`src/rtl/pbkdf2_block_collector.sv`:
```
`timescale 1ns/1ps
// pbkdf2_block_collector
// Iteration controller and B-vector assembler for the scrypt PBKDF2 path.
// It requests one HMAC-SHA256 computation per block index i = 1..NUM_BLOCKS.
// It captures each 256-bit result into its slot, with block 1 in the MSBs.
// The finished B vector is handed off with a valid/ready handshake.
//
// Ports:
//   clk          in   rising-edge clock
//   n_rst        in   synchronous active-low reset
//   start        in   begin a new run (honoured only in IDLE)
//   hash         in   256-bit HMAC result
//   hash_done    in   single-cycle strobe, hash valid
//   b_ready      in   consumer accepts B while b_valid is high
//   hmac_enable  out  single-cycle pulse launching one HMAC computation
//   block_index  out  current 1-based block number, 0 when idle
//   busy         out  high from start acceptance until B is handed off
//   b_out        out  assembled B vector (256*NUM_BLOCKS bits)
//   b_valid      out  B complete and stable
module pbkdf2_block_collector #(
   parameter int NUM_BLOCKS = 4
) (
   input  logic                      clk,
   input  logic                      n_rst,
   input  logic                      start,
   input  logic [255:0]              hash,
   input  logic                      hash_done,
   input  logic                      b_ready,
   output logic                      hmac_enable,
   output logic [2:0]                block_index,
   output logic                      busy,
   output logic [256*NUM_BLOCKS-1:0] b_out,
   output logic                      b_valid
);

   localparam int BW = 256 * NUM_BLOCKS;

   localparam logic [1:0] ST_IDLE  = 2'd0;
   localparam logic [1:0] ST_ISSUE = 2'd1;
   localparam logic [1:0] ST_WAIT  = 2'd2;
   localparam logic [1:0] ST_DONE  = 2'd3;

   localparam logic [2:0] LAST_INDEX = 3'(NUM_BLOCKS);

   logic [1:0]    state_r,       state_s;
   logic          hmac_enable_r, hmac_enable_s;
   logic [2:0]    block_index_r, block_index_s;
   logic          busy_r,        busy_s;
   logic [BW-1:0] b_out_r,       b_out_s;
   logic          b_valid_r,     b_valid_s;

   // Next-state and next-output computation for the run controller.
   always_comb begin
      state_s       = state_r;
      hmac_enable_s = 1'b0;
      block_index_s = block_index_r;
      busy_s        = busy_r;
      b_out_s       = b_out_r;
      b_valid_s     = b_valid_r;
      case (state_r)
         ST_IDLE: begin
            if (start) begin
               state_s       = ST_ISSUE;
               hmac_enable_s = 1'b1;
               block_index_s = 3'd1;
               busy_s        = 1'b1;
               b_out_s       = {BW{1'b0}};
            end else begin
               state_s = ST_IDLE;
            end
         end
         ST_ISSUE: begin
            // The request pulse is only ever one cycle wide.
            state_s = ST_WAIT;
         end
         ST_WAIT: begin
            if (hash_done) begin
               // Block k+1 lands in slot NUM_BLOCKS-1-k, so block 1 ends up in the MSBs.
               for (int k = 0; k < NUM_BLOCKS; k++) begin
                  if (block_index_r == 3'(k + 1)) begin
                     b_out_s[256*(NUM_BLOCKS-1-k) +: 256] = hash;
                  end else begin
                     b_out_s[256*(NUM_BLOCKS-1-k) +: 256] = b_out_r[256*(NUM_BLOCKS-1-k) +: 256];
                  end
               end
               if (block_index_r == LAST_INDEX) begin
                  state_s   = ST_DONE;
                  b_valid_s = 1'b1;
               end else begin
                  state_s       = ST_ISSUE;
                  hmac_enable_s = 1'b1;
                  block_index_s = block_index_r + 3'd1;
               end
            end else begin
               state_s = ST_WAIT;
            end
         end
         ST_DONE: begin
            // A start that coincides with acceptance is dropped on purpose.
            if (b_ready) begin
               state_s       = ST_IDLE;
               b_valid_s     = 1'b0;
               busy_s        = 1'b0;
               block_index_s = 3'd0;
            end else begin
               state_s = ST_DONE;
            end
         end
         default: begin
            state_s       = ST_IDLE;
            block_index_s = 3'd0;
            busy_s        = 1'b0;
            b_out_s       = {BW{1'b0}};
            b_valid_s     = 1'b0;
         end
      endcase
   end

   // State and output registers with synchronous active-low reset.
   always_ff @(posedge clk) begin
      if (!n_rst) begin
         state_r       <= ST_IDLE;
         hmac_enable_r <= 1'b0;
         block_index_r <= 3'd0;
         busy_r        <= 1'b0;
         b_out_r       <= {BW{1'b0}};
         b_valid_r     <= 1'b0;
      end else begin
         state_r       <= state_s;
         hmac_enable_r <= hmac_enable_s;
         block_index_r <= block_index_s;
         busy_r        <= busy_s;
         b_out_r       <= b_out_s;
         b_valid_r     <= b_valid_s;
      end
   end

   assign hmac_enable = hmac_enable_r;
   assign block_index = block_index_r;
   assign busy        = busy_r;
   assign b_out       = b_out_r;
   assign b_valid     = b_valid_r;

endmodule

```
`config.mk`:
```
export PLATFORM = sky130hd
export DESIGN_NAME = pbkdf2_block_collector
export DESIGN_NICKNAME = d
export VERILOG_FILES = /design/src/rtl/pbkdf2_block_collector.sv
export SDC_FILE = /design/constraint.sdc
export NUM_CORES = 2
export LEC_CHECK = 0
export ABC_AREA = 1
export ABC_CLOCK_PERIOD_IN_PS = 2300
export CAP_MARGIN = 10
export CORE_AREA = 2 2 509 511
export CTS_CLUSTER_SIZE = 24
export DETAILED_ROUTE_END_ITERATION = 12
export DIE_AREA = 0 0 511 513
export MAX_ROUTING_LAYER = met4
export PLACE_DENSITY = 0.39
export SYNTH_ARGS = -nofsm -noshare
export SYNTH_HDL_FRONTEND = slang
export SYNTH_SLANG_ARGS = --single-unit
```
`constraint.sdc`:
```
create_clock -name clk -period 2.3 [get_ports clk]
set_input_delay 0.46 -clock clk [delete_from_list [all_inputs] [get_ports clk]]
set_output_delay 0.46 -clock clk [all_outputs]
set_load 0.005 [all_outputs]
```
==> results.md <==
* Status: finished, final reports clean
* Ys async rst share at 0
* Fin Hold WS at just under 0.4 ns
* Cell family with most CP delay: buffers and inverters
* Number of remaining DRC errors at 0
* Core Util, Final at 0.246
* Post-Syn Area at 39100 sq um
* Most frequent cell after synthesis: nand2_1
* # setup viols final at 0
* Clock Tree Buf Depth at 3
* Die area at 262000 sq um
* Cells along the critical path: clkdlybuf4s50_1
* DR vias/cell at 4.14
* Reg-to-reg startpoint: state_r[1]$_SDFF_PN0_
* EDFF count, synth at 0
* Clk_lat worst skew at 0.77 ns
* Yosys top cell by area: dfxtp_1
* TritonCTS clock tree: yes
* Synth area leaders: dfxtp_1 (53%), a21oi_1 (13%), nand2_1 (12%)
* Hold Crit Class: in2reg
* Htree depth at 4
* Synth cell types at 22
* IO Port Bufs at between 1000 and 1500
* Reg2reg path depth at 5
* Chip width at 511 um
* Area grow syn2layout at 60.9%
* Primary FF master, synth: dfxtp_1
* Critical path depth at 1
* Critical path's slowest cell: clkdlybuf4s50_1
* Required @ worst endpoint at 1.84 ns
* CTS Buf Count at 132
* Crit path launch type: flip-flop
* Final HPWL DP at 178 mm
* Max Fanout on Critical Path at 2
* Vias in the first global route at 40771
* Clk_skew at 0.0281 ns
* Syn Nets at roughly 5400
* CP startpoint: b_out[348]$_SDFFE_PN0P_
* Clock Sinks at 1032
* Rel. slew slack at 0.434
* Top cells by count, synth: nand2_1 (1300), a21oi_1 (1034), dfxtp_1 (1032)
* Synth Warn # at 0
* Seq/Total Area, Yosys at 0.528
* Max Cap Viol at 0
* Initial DRC count at between 2000 and 3000
* Root buffer cell: clkbuf_16
* Vias at roughly 42000
* Global-route wire length before repair at 324 mm
* Slew @ Worst Pin at 0.845 ns
* Starting density of the core at 0.153
* GP Congestion at 0.868
* Worst reg2reg setup slack at roughly 0.12 ns
* Fin crit period at 2.22 ns
* Min-delay src: hash[161]
* Synth top area share at 0.528
* Pins Over Slew Limit at 0
* Avg Inst Size Synth at 7.60 sq um
* Drt first pass iters at 8
* Yosys reg bits at 1032
* I/O Pins at 1291
* Crit path capture: b_out[348]
* Tcrit/Tclk final at 0.965
* Final ANT Viol Nets at 0
* Crit path arrival time at 1.76 ns
* Post-CTS setup repair buffer count at 0
* Reg2reg end: b_out[715]$_SDFFE_PN0P_
* Chip Height at slightly above 500 um
* Critical path buffers and inverters at 1
* Global Route Usage Sum at 0.175
* Rows at 186
* Core Area at ~260000 sq um
* Final nets at between 6000 and 7000
* Setup CP Type: reg2out
* Max stage delay on crit path at around 0.56 ns
* Syn Inst Count at about 5100
* Critical Path End Type: primary output
* Max Clk Rate at 451 MHz
* Pwr/cell area at 754 nW/um^2
* Initial antenna violation count at 41
* Final WL at 234 mm
* Hold Violations, Final at 0
* Final Power at ~47000 uW
* VDD IR-drop max at 0.610 mV
* Maximum number of pins on one net before global-route repair at 100
* Wire per inst at 23.2 um
* Share of cells above drive strength 1 at 0.0996
* Clk slew on worst S/H paths at 0.06 ns
* RSZ-0062 raised after global routing: false
* Leakage at 0.0221 uW
* GRT Residual Overflow at 0
* Post-CTS Hold Buffers at 0
[registers in the layout (all words and copies together), names as in the netlist]
name,count
busy,1
b_valid,1
state_r,2
hmac_enable,1
b_out,1024
block_index,3
[layout by cell type, fill, tap and decap left out, types with 2 or more instances in the layout]
cell,n
nand2_8,5
clkinv_2,19
clkbuf_16,134
dfxtp_2,4
dlymetal6s2s_1,3
a21oi_1,1034
nor2_2,14
clkinvlp_4,2
clkinv_8,4
diode_2,27
inv_1,268
nand2_1,1297
ha_1,5
nand3_1,771
clkdlybuf4s50_1,1248
clkinv_16,3
bufinv_16,5
dlygate4sd2_1,35
buf_4,321
inv_6,3
dfxtp_1,1027
buf_12,109
nor2_1,252
clkbuf_1,38
nand2_4,3
nand2_2,2
inv_16,4
clkbuf_8,23
[what timing repair did]
item | in CTS | in global routing
resized for setup | 42 | 8
gates cloned | 0 | 0
pin swaps | 0 | 1
endpoints found under the setup margin | 40 | 11
[power breakdown]
group / total, uW / switching (uW) / internal, uW / leakage, uW
clock network: 21000 / 8860 / 12200 / 0.00212
logic: 7840 / 4780 / 3070 / 0.0117
registers: 18600 / 300 / 18300 / 0.00834
[routing by layer]
metal	share of wire	global-route usage
met1	0.44	0.214
met2	0.45	0.274
met3	0.085	0.0606
met4	0.026	0.0444
met5	0	-
[cell families (layout without fill, tap and decap cells)]
kind of cell             Yosys count  count (layout)  share of synthesized area
buffers and inverters            724            2223                     0.0862
AND/OR/NAND/NOR                 2347            2347                      0.251
other                              0              27                          0
adder cells (fa/ha/maj)            5               5                    0.00160
AO/OA/AOI/OAI                   1037            1037                      0.133
flip-flops                      1032            1032                      0.528
[worst min-delay path by stage]
stage / slack, ns / cells after the start / end
after floorplan: 0.46 / 2 / b_valid$_SDFFE_PN0P_
after global placement: 0.45 / 2 / b_out[0]$_SDFFE_PN0P_
after detailed placement: 0.45 / 2 / b_out[510]$_SDFFE_PN0P_
after CTS: 0.31 / 5 / b_out[161]$_SDFFE_PN0P_
after global routing: 0.35 / 5 / b_out[161]$_SDFFE_PN0P_
final: 0.39 / 5 / b_out[161]$_SDFFE_PN0P_
[layout make-up]
cell class / instances / area (sq um)
Timing Repair Buffer: 1717 / 17400
Clock inverter: 40 / 510
Fill cell: 28134 / 193000
Tap cell: 3384 / 4230
Clock buffer: 195 / 3810
Inverter: 271 / 1040
Multi-Input combinational cell: 3389 / 15200
Antenna cell: 27 / 67.6
Sequential cell: 1032 / 20700
[stage by stage]
stage / cells / instance area, sq um / setup TNS (ns) / setup WS [ns]
finish: 10055 / 63000 / 0 / 0.0806
global route: 10052 / 63000 / 0 / 0.00143
CTS: 10028 / 62900 / 0 / 0.00274
detailed placement: 9793 / 58600 / -94.81 / -0.247
global placement: 9793 / 58600 / -98.83 / -0.244
floorplan: 5145 / 39100 / 0 / 0.689
(Power assumes the default switching activity.)
